File: src/rtl/tilt_char_sequencer.sv
// rtl/tilt_char_sequencer.sv - debounces tilt_13 characters into committed, handshaken output chars
// Optional feature macro: TILT_AUTOREPEAT_EN (auto-repeat while a tilt is held in WAIT_NEUTRAL)
module tilt_char_sequencer #(
  parameter int HOLD_SAMPLES   = 4,
  parameter int REPEAT_SAMPLES = 16
) (
  input  logic        clk,
  input  logic        reset,
  input  logic        enable,
  input  logic        sample_strobe,
  input  logic [7:0]  ascii_in,
  input  logic        ascii_in_valid,
  input  logic        out_ready,
  output logic [7:0]  char_out,
  output logic        char_valid,
  output logic [15:0] commit_count,
  output logic        busy
);

  // Out-of-range parameters would silently break the 8-bit counters.
  if (HOLD_SAMPLES < 1 || HOLD_SAMPLES > 255) begin : g_bad_hold
    $error("HOLD_SAMPLES out of range 1..255");
  end
  if (REPEAT_SAMPLES < 1 || REPEAT_SAMPLES > 255) begin : g_bad_repeat
    $error("REPEAT_SAMPLES out of range 1..255");
  end

  localparam logic [7:0] HOLD_CNT = 8'(HOLD_SAMPLES);

  typedef enum logic [1:0] {
    IDLE         = 2'd0,
    TRACK        = 2'd1,
    COMMIT       = 2'd2,
    WAIT_NEUTRAL = 2'd3
  } state_t;

  state_t      state_q, state_d;
  logic [7:0]  cand_q, cand_d;
  logic [7:0]  hold_q, hold_d;
  logic [7:0]  char_out_q, char_out_d;
  logic        char_valid_q, char_valid_d;
  logic [15:0] count_q, count_d;
  // Remembers that enable fell while an offer was pending, so the block parks in IDLE afterwards.
  logic        drop_q, drop_d;

`ifdef TILT_AUTOREPEAT_EN
  localparam logic [7:0] REPEAT_CNT = 8'(REPEAT_SAMPLES);
  logic [7:0]  rep_q, rep_d;
  logic [7:0]  rep_inc;
`endif

  function automatic logic [7:0] sat_inc(input logic [7:0] v);
    return (v == 8'hFF) ? v : v + 8'd1;
  endfunction

  // Next-state, candidate tracking and offer/handshake logic.
  always_comb begin
    state_d      = state_q;
    cand_d       = cand_q;
    hold_d       = hold_q;
    char_out_d   = char_out_q;
    char_valid_d = char_valid_q;
    count_d      = count_q;
    drop_d       = drop_q;
`ifdef TILT_AUTOREPEAT_EN
    rep_d        = rep_q;
    rep_inc      = sat_inc(rep_q);
`endif
    case (state_q)
      IDLE: begin
        if (enable) begin
          state_d = TRACK;
          cand_d  = 8'h00;
          hold_d  = 8'h00;
        end
      end
      TRACK: begin
        if (!enable) begin
          state_d = IDLE;
          cand_d  = 8'h00;
          hold_d  = 8'h00;
        end else if (hold_q >= HOLD_CNT) begin
          // Count reached on the previous edge; offer goes out one edge later.
          state_d      = COMMIT;
          char_out_d   = cand_q;
          char_valid_d = 1'b1;
          drop_d       = 1'b0;
        end else if (sample_strobe) begin
          if (!ascii_in_valid) begin
            cand_d = 8'h00;
            hold_d = 8'h00;
          end else if (ascii_in == cand_q) begin
            hold_d = sat_inc(hold_q);
          end else begin
            cand_d = ascii_in;
            hold_d = 8'h01;
          end
        end
      end
      COMMIT: begin
        if (!enable) begin
          drop_d = 1'b1;
        end
        if (char_valid_q && out_ready) begin
          char_valid_d = 1'b0;
          count_d      = count_q + 16'd1;
          hold_d       = 8'h00;
`ifdef TILT_AUTOREPEAT_EN
          rep_d        = 8'h00;
`endif
          if (drop_q || !enable) begin
            state_d = IDLE;
            cand_d  = 8'h00;
            drop_d  = 1'b0;
          end else begin
            state_d = WAIT_NEUTRAL;
          end
        end
      end
      WAIT_NEUTRAL: begin
        if (!enable) begin
          state_d = IDLE;
          cand_d  = 8'h00;
          hold_d  = 8'h00;
`ifdef TILT_AUTOREPEAT_EN
          rep_d   = 8'h00;
`endif
        end else if (sample_strobe) begin
          if (!ascii_in_valid) begin
            state_d = TRACK;
            cand_d  = 8'h00;
            hold_d  = 8'h00;
`ifdef TILT_AUTOREPEAT_EN
            rep_d   = 8'h00;
`endif
          end
`ifdef TILT_AUTOREPEAT_EN
          else if (ascii_in == cand_q) begin
            if (rep_inc >= REPEAT_CNT) begin
              state_d      = COMMIT;
              char_out_d   = cand_q;
              char_valid_d = 1'b1;
              drop_d       = 1'b0;
              rep_d        = 8'h00;
            end else begin
              rep_d = rep_inc;
            end
          end else begin
            rep_d = 8'h00;
          end
`endif
        end
      end
      default: begin
        state_d = IDLE;
      end
    endcase
  end

  // State and datapath registers with asynchronous clear.
  always_ff @(posedge clk or posedge reset) begin
    if (reset) begin
      state_q      <= IDLE;
      cand_q       <= 8'h00;
      hold_q       <= 8'h00;
      char_out_q   <= 8'h00;
      char_valid_q <= 1'b0;
      count_q      <= 16'h0000;
      drop_q       <= 1'b0;
`ifdef TILT_AUTOREPEAT_EN
      rep_q        <= 8'h00;
`endif
    end else begin
      state_q      <= state_d;
      cand_q       <= cand_d;
      hold_q       <= hold_d;
      char_out_q   <= char_out_d;
      char_valid_q <= char_valid_d;
      count_q      <= count_d;
      drop_q       <= drop_d;
`ifdef TILT_AUTOREPEAT_EN
      rep_q        <= rep_d;
`endif
    end
  end

  assign char_out     = char_out_q;
  assign char_valid   = char_valid_q;
  assign commit_count = count_q;
  assign busy         = (state_q != IDLE);

endmodule

File: config.mk
export PLATFORM = sky130hd
export DESIGN_NAME = tilt_char_sequencer
export DESIGN_NICKNAME = d
export VERILOG_FILES = /design/src/rtl/tilt_char_sequencer.sv
export SDC_FILE = /design/constraint.sdc
export NUM_CORES = 1
export LEC_CHECK = 0
export CAP_MARGIN = 15
export CORE_MARGIN = 2
export CORE_UTILIZATION = 50
export DETAILED_ROUTE_END_ITERATION = 8
export GPL_ROUTABILITY_DRIVEN = 0
export GPL_TIMING_DRIVEN = 0
export HOLD_SLACK_MARGIN = 0.15
export PLACE_DENSITY_LB_ADDON = 0.08
export REMOVE_ABC_BUFFERS = 1
export SYNTH_ARGS = -nofsm -noshare
export SYNTH_HDL_FRONTEND = slang
export SYNTH_SLANG_ARGS = --single-unit
File: constraint.sdc
create_clock -name clk -period 2.8 [get_ports clk]
set_input_delay 0.28 -clock clk [delete_from_list [all_inputs] [get_ports clk]]
set_output_delay 0.28 -clock clk [all_outputs]
set_load 0.01 [all_outputs]
Word level (Yosys, flattened, before mapping)
Index checks and enable logic that the tools add are counted.

Latch bits: 0. Memories kept: 0. Memory bits (read-only): 0. RAM bits: 0. Word-level logic and storage cells: 79. Register bits after elaboration: 44. Output and inout bits: 26. Input bits: 14.

Div/mod/pow operators: 0. Shift operators: 0. Equality and inequality tests: 17. $mul: 0. Bitwise gates (word level): 0. Add/sub/neg operators: 2. Reductions and logical operators: 13. Muxes and demuxes: 39. Magnitude comparators: 1.

Operators with widths (count): two-way mux 8 bit (18); one-hot mux 8 bit (4 select lines) (2); adder 16 x 1 -> 16 bit, second input constant (1); two-way mux 2 bit (8); != test 3 bit, second input constant (5); != test 2 bit, second input constant (5); adder 8 x 1 -> 8 bit, second input constant (1); == test 8 bit (1); == test 8 bit, second input constant (1); >= comparator 8 x 3 -> 1 bit, second input constant (1); two-way mux 1 bit (8); one-hot mux 2 bit (4 select lines) (1); AND reduction 8 bit (1); AND reduction 7 bit (1); AND reduction 3 bit (2); != test 5 bit, second input constant (1); AND reduction 5 bit (1); == test 2 bit, second input constant (2); != test 4 bit, second input constant (1); one-hot mux 1 bit (2 select lines) (2); AND reduction 4 bit (1); nonzero test 2 bit (2); == test 2 x 1 -> 1 bit, second input constant (1); logical NOT 2 bit (1); 4 further kinds (4).

Logic depth before layout (Yosys ltp)
Gate-level depths: netlist of run 1.

Depth after elaboration: 8. Depth in mapped cells: 7. Gate-level depth less buffers: 5.

Least setup slack after synthesis of run 1
No wires, ideal clock.

Path type: register to register. Start point: register hold_q[5]. End point: register char_out_q[0], in the netlist char_out[0]. Arrival: 1795 ps. Clock period less this slack: 1920 ps. Required time: 2675 ps. Setup time: 125 ps. Path buffers: 0. Setup slack: 880 ps. Cell stages (with the launch flop): 5. Path through: dfrtp_1 -> or4_4 -> nor3_1 -> nand3b_2 -> mux2_2.

Word-level cells in the longest chain between the ends: 2.

Ends and longest elaborated chain: start: declaration (line 39) `logic [7:0] hold_q, hold_d;`; start signal: assignment (line 176) `hold_q <= hold_d;`; >= comparator 8 x 3 -> 1 bit (line 82) `end else if (hold_q >= HOLD_CNT) begin`; AND reduction 3 bit (no source line); end signal: assignment (line 177) `char_out_q <= char_out_d;`; end: declaration (line 40) `logic [7:0] char_out_q, char_out_d;`.

Every way passes these cells. A chain may end at the register's enable or synchronous reset.

Final worst setup path of run 1
Start point: register hold_q[5]. End point: register char_out_q[7], in the netlist char_out[7].

The elaborated chain is that of the path after synthesis.

==> summary.txt, run 1 <==
outcome = completed
Fmax = 462 MHz
Crit Path Category = reg -> reg
GRT Total Usage = 19.1%
vias per cell = 5.48
minimum clock period = 2160 ps
# clock sinks = 44
PnR worst setup slack = 637 ps
post-synthesis register bit count = 44
CP arrival = 2340 ps
# nets final = 229
crit-path max FO = 9
max_slew headroom = 39.8%
antenna violations before repair = 0
Routed wire per std cell = 14.4 um
sum of negative setup slack = 0 ps
Post-synth EDFFs = 0
vias in the first global route = 1,357
port bufs = 39
Power Density = 585 mW/mm2
register area = 0.00110 mm2
Netlist Area Pre-Place = 0.00201 mm2
total congestion overflow = 0
hold depth = 1
Setup crit start kind = flop
Max Root-Sink Buffers = 2
Area contributors post-synth = dfrtp_1, xnor2_1, mux2_2
Die ar. = 0.00454 mm2
DP Wirelength = 2710 um
worst r2r path cells = 4
HP Class = reg -> reg
Worst-Margin Slew = 902 ps
ys async rst share = 100%
CTS tree = done
Setup WS pre-CTS = 481 ps
CTS root buf = clkbuf_8
drt pass-1 iters = 4
Post CTS Setup Buffer Count = 0
Ant. Diodes = 0
unique cell type count in the Yosys netlist = 34
max-cap viol count = 0
cts bufs inserted = 5
first-pass GRT wire length = 6350 um
via count = 1,440
DR DRC count = 0
Synth top area share = 54.8%
Post-DP Area = 0.00245 mm2
fin. max-slew vios = 0
Finished Cell Area = 0.00253 mm2
Main synth FF type = dfrtp_1
number of core rows = 23
synth-to-layout area growth = 26.0%
largest net degree at the start of global routing = 45
WP data required = 2980 ps
IO Pins = 40
Initial Utilization = 51.0%
cell count after synthesis = 170
final worst-path cycle share = 77.2%
overall routed net length = 3790 um
H-Tree Depth = 2
Pleak = 1.13 nW
Final Skew = 9.58 ps
Warnings, synthesis = 0
share of layout cells above drive strength 1 = 11.7%
Placed Cells = 255
core area = 0.00394 mm2
DIE HEIGHT = 67.4 um
Seq/Total Area, Yosys = 54.8%
Worst-Skew Late Latency = 300 ps
VDD IR max = 0.322 mV
die span in x = 67.4 um
RSZ-0062 raised after global routing = no
Hold Worst Slack = 477 ps
post-CTS sizing = 0
initial detailed-routing violation count = 105
multi-input combinational cell area = 862 um2
top-count cell post-synth = dfrtp_1
post-detailed-route count of antenna-violating nets = 0
synth cell count leaders = dfrtp_1, xnor2_1, nand2_1
Non-Filler Instances = 263
number of fill cells = 304
Reg clk slew, reported paths = 80 ps
Final Hold Viols = 0
area leader, netlist = dfrtp_1
# hold bufs at CTS = 0
Worst Setup End Kind = flop
Avg Inst Size Synth = 11.8 um2
final setup violation count = 0
-- placed cells by master (no fill, tap or decap), drive strengths merged, types with 5 or more instances in the layout --
master / instances
mux2: 9
nand4: 8
clkbuf: 5
dfrtp: 44
nor2: 9
xnor2: 20
nand3: 9
inv: 8
and2: 5
clkdlybuf4s50: 39
a22o: 8
nand2: 10
-- area by class of cell --
| cell class | instances | share of cell area, % |
|---|---|---|
| inverter | 8 | 1.19 |
| clock inverter | 3 | 0.741 |
| multi-input combinational | 114 | 34.0 |
| sequential | 44 | 43.5 |
| timing repair buffer | 39 | 15.4 |
| clock buffer | 5 | 2.72 |
| tap | 50 | 2.47 |
-- worst max-delay path, cell delays in order (launching register included) --
cell	delay, ps
dfrtp_1	390
or4_4	560
nor3_1	370
nand3b_2	350
mux2_2	380
-- state kept, by name, indices dropped and copies added (netlist names) --
| signal | count |
|---|---|
| cand_q | 8 |
| char_out | 8 |
| char_valid | 1 |
| commit_count | 16 |
| drop_q | 1 |
| hold_q | 8 |
| state_q | 2 |
-- final timing paths --
path | from | to | slack, ps
setup / recovery | hold_q[5] | char_out[7] | 640
hold / removal | commit_count[15] | commit_count[15] | 480
setup reg to reg | hold_q[5] | char_out[7] | 640
hold reg to reg | commit_count[15] | commit_count[15] | 480
max in group asynchronous | reset | hold_q[4] | 1740
min in group asynchronous | reset | commit_count[7] | 500
-- per-stage QoR --
step	utilization, %	power, mW
final	64.3	1.48
after global routing	64.3	1.57
after CTS	64.3	1.50
after detailed placement	62.0	1.10
after global placement	62.0	1.08
after floorplan	-	0.955
-- layer usage --
| metal | track usage, % | vias up | wire length, um | share of wire, % |
|---|---|---|---|---|
| met5 | 0 | - | 0 | 0 |
| met4 | 9.18 | 0 | 77 | 2.0 |
| met3 | 4.17 | 9 | 129 | 3.4 |
| met2 | 32.3 | 32 | 1920 | 51 |
| met1 | 23.2 | 711 | 1670 | 44 |
| li1 | - | 688 | - | - |
-- logic make-up after synthesis --
family / share of synthesized area, %
AOI/OAI and AO/OA: 9.96
xor gates and xnor gates: 10.0
adders and majority gates: 1.87
buffers and inverters: 2.36
DFF: 54.8
muxes: 5.04
and+or+nand+nor: 16.0
-- power by group --
group | internal, mW | switching (mW)
logic | 0.162 | 0.152
clock network | 0.174 | 0.220
registers | 0.691 | 0.0828
Note: power is estimated with default switching activity, not from simulation.
==> inputs of run 2 (changes only) <==
- clock period: 2.8 -> 2 ns (I/O delays scaled with it)
==> run 2 against run 1 <==
Worst setup slack got worse by 580 ps. Die area did not move. Clock skew barely moved. Sequential power rose by 41%. First-iteration DRC count fell by 5.7%. Highest routed layer unchanged. Register-to-register slack got worse by 580 ps. Critical path type unchanged. Global-route usage rose by 0.32 points. Clock power rose by 41%. Largest power group unchanged. Routed wire length rose by 2.9%. Critical path depth rose by 1.
==> summary.txt, run 2 (synthesized netlist as in run 1, its figures left out) <==
number of fill cells = 297
Routed wire per std cell = 14.5 um
final setup violation count = 0
# hold bufs at CTS = 0
vias per cell = 5.53
cts bufs inserted = 5
vias in the first global route = 1,374
Initial Utilization = 51.0%
DR DRC count = 0
VDD IR max = 0.433 mV
initial detailed-routing violation count = 99
register area = 0.00110 mm2
Non-Filler Instances = 268
max_slew headroom = 39.8%
max incr delay on CP = 580 ps
# nets final = 234
Largest register FFs = 16
Crit Path Category = reg -> reg
outcome = completed
core area = 0.00394 mm2
crit-path max FO = 8
Final Skew = 9.97 ps
Worst Setup End Kind = flop
Pleak = 1.17 nW
IO Pins = 40
largest net degree at the start of global routing = 45
total congestion overflow = 0
Power Density = 820 mW/mm2
H-Tree Depth = 2
Die ar. = 0.00454 mm2
DIE HEIGHT = 67.4 um
Reg clk slew, reported paths = 90 ps
minimum clock period = 1950 ps
commonest cells after routing, fill and taps aside = dfrtp_1, clkdlybuf4s50_1, xnor2_1
max-cap viol count = 0
via count = 1,481
CTS tree = done
CP Cell Sequence = or4_4 -> nor4_4 -> nor2_1 -> a211o_4 -> a22o_1
DP Wirelength = 2710 um
Max Root-Sink Buffers = 2
# clock sinks = 44
critical path's slowest cell = or4_4
Hold Worst Slack = 418 ps
drt pass-1 iters = 4
CTS root buf = clkbuf_8
first-pass GRT wire length = 6430 um
CP arrival = 2130 ps
number of core rows = 23
Final Core Density = 66.3%
reg-to-reg slack, setup = 50 ps
most common cell after layout, fill and taps aside = dfrtp_1
WP depth = 5
r2r startpoint = hold_q[5]
multi-input combinational cell area = 903 um2
Setup crit start kind = flop
worst r2r path cells = 5
WP data required = 2180 ps
total power draw = 2.14 mW
HP Class = in -> async
share of layout cells above drive strength 1 = 15.1%
FF-to-FF End = cand_q[4]
CP Buf/Inv Count = 0
Ant. Diodes = 0
post-detailed-route count of antenna-violating nets = 0
Placed Cells = 255
fin. max-slew vios = 0
GRT Total Usage = 19.4%
Worst-Skew Late Latency = 300 ps
Final Hold Viols = 0
cell family with most CP delay = simple AND/OR/NAND/NOR gates
synth-to-layout area growth = 29.9%
overall routed net length = 3900 um
Fmax = 514 MHz
die span in x = 67.4 um
antenna violations before repair = 0
port bufs = 39
final worst-path cycle share = 97.3%
Worst-Margin Slew = 902 ps
## run 2: cell types whose count changed in the layout (fill, tap and decap cells not counted), sizes merged
cell  change
buf       +5
## run 2: repair_timing
item,4_1_cts,5_1_grt
gates resized for setup,4,3
buffers inserted,5,0
setup endpoints to repair,16,12
pin swaps,3,0
## run 2: worst reg2reg max path, stage by stage, from the launching register on
cell and delay (ps):
dfrtp_1 390, or4_4 580, nor4_4 230, nor2_1 100
a211o_4 330, a22o_1 200
## run 2: layout make-up
type                    instances  area share [%]
clock buffers                   5            2.63
clock inverters                 3           0.718
inverters                       8            1.15
multi-input cells             114            34.6
flip-flops and latches         44            42.1
well taps                      50            2.39
repair buffers                 44            16.4
## run 2: through the flow
stage | TNS, ps | cell area [um2] | setup WS [ps]
4_1_cts | 0 | 2600 | 45.6
5_1_grt | -1.85 | 2610 | -1.85
2_1_floorplan | 0 | 1990 | 71.9
3_3_place_gp | -3430 | 2450 | -173
6_report | 0 | 2610 | 54.1
3_5_place_dp | -3000 | 2450 | -239
## run 2: worst max-delay path by stage
stage / start / to / slack (ps)
6_report: hold_q[5] / cand_q[4] / 50
5_1_grt: hold_q[5] / hold_q[2] / -2
4_1_cts: hold_q[5] / char_out[7] / 50
3_5_place_dp: enable / cand_q[0] / -240
3_3_place_gp: enable / cand_q[6] / -170
2_1_floorplan: hold_q[5] / cand_q[0] / 70
## run 2: per-layer routing
layer / wire length, um / global-route usage (%) / vias to the layer above
met5: 0 / 0 / -
met4: 115 / 10.5 / 0
met3: 167 / 4.67 / 15
met2: 1960 / 31.1 / 36
met1: 1660 / 24.3 / 726
li1: - / - / 704
## run 2: where the power goes
group	leakage, nW	switching (mW)	internal, mW
Sequential	0.604	0.119	0.967
Clock	0.0479	0.311	0.244
Combinational	0.517	0.230	0.269
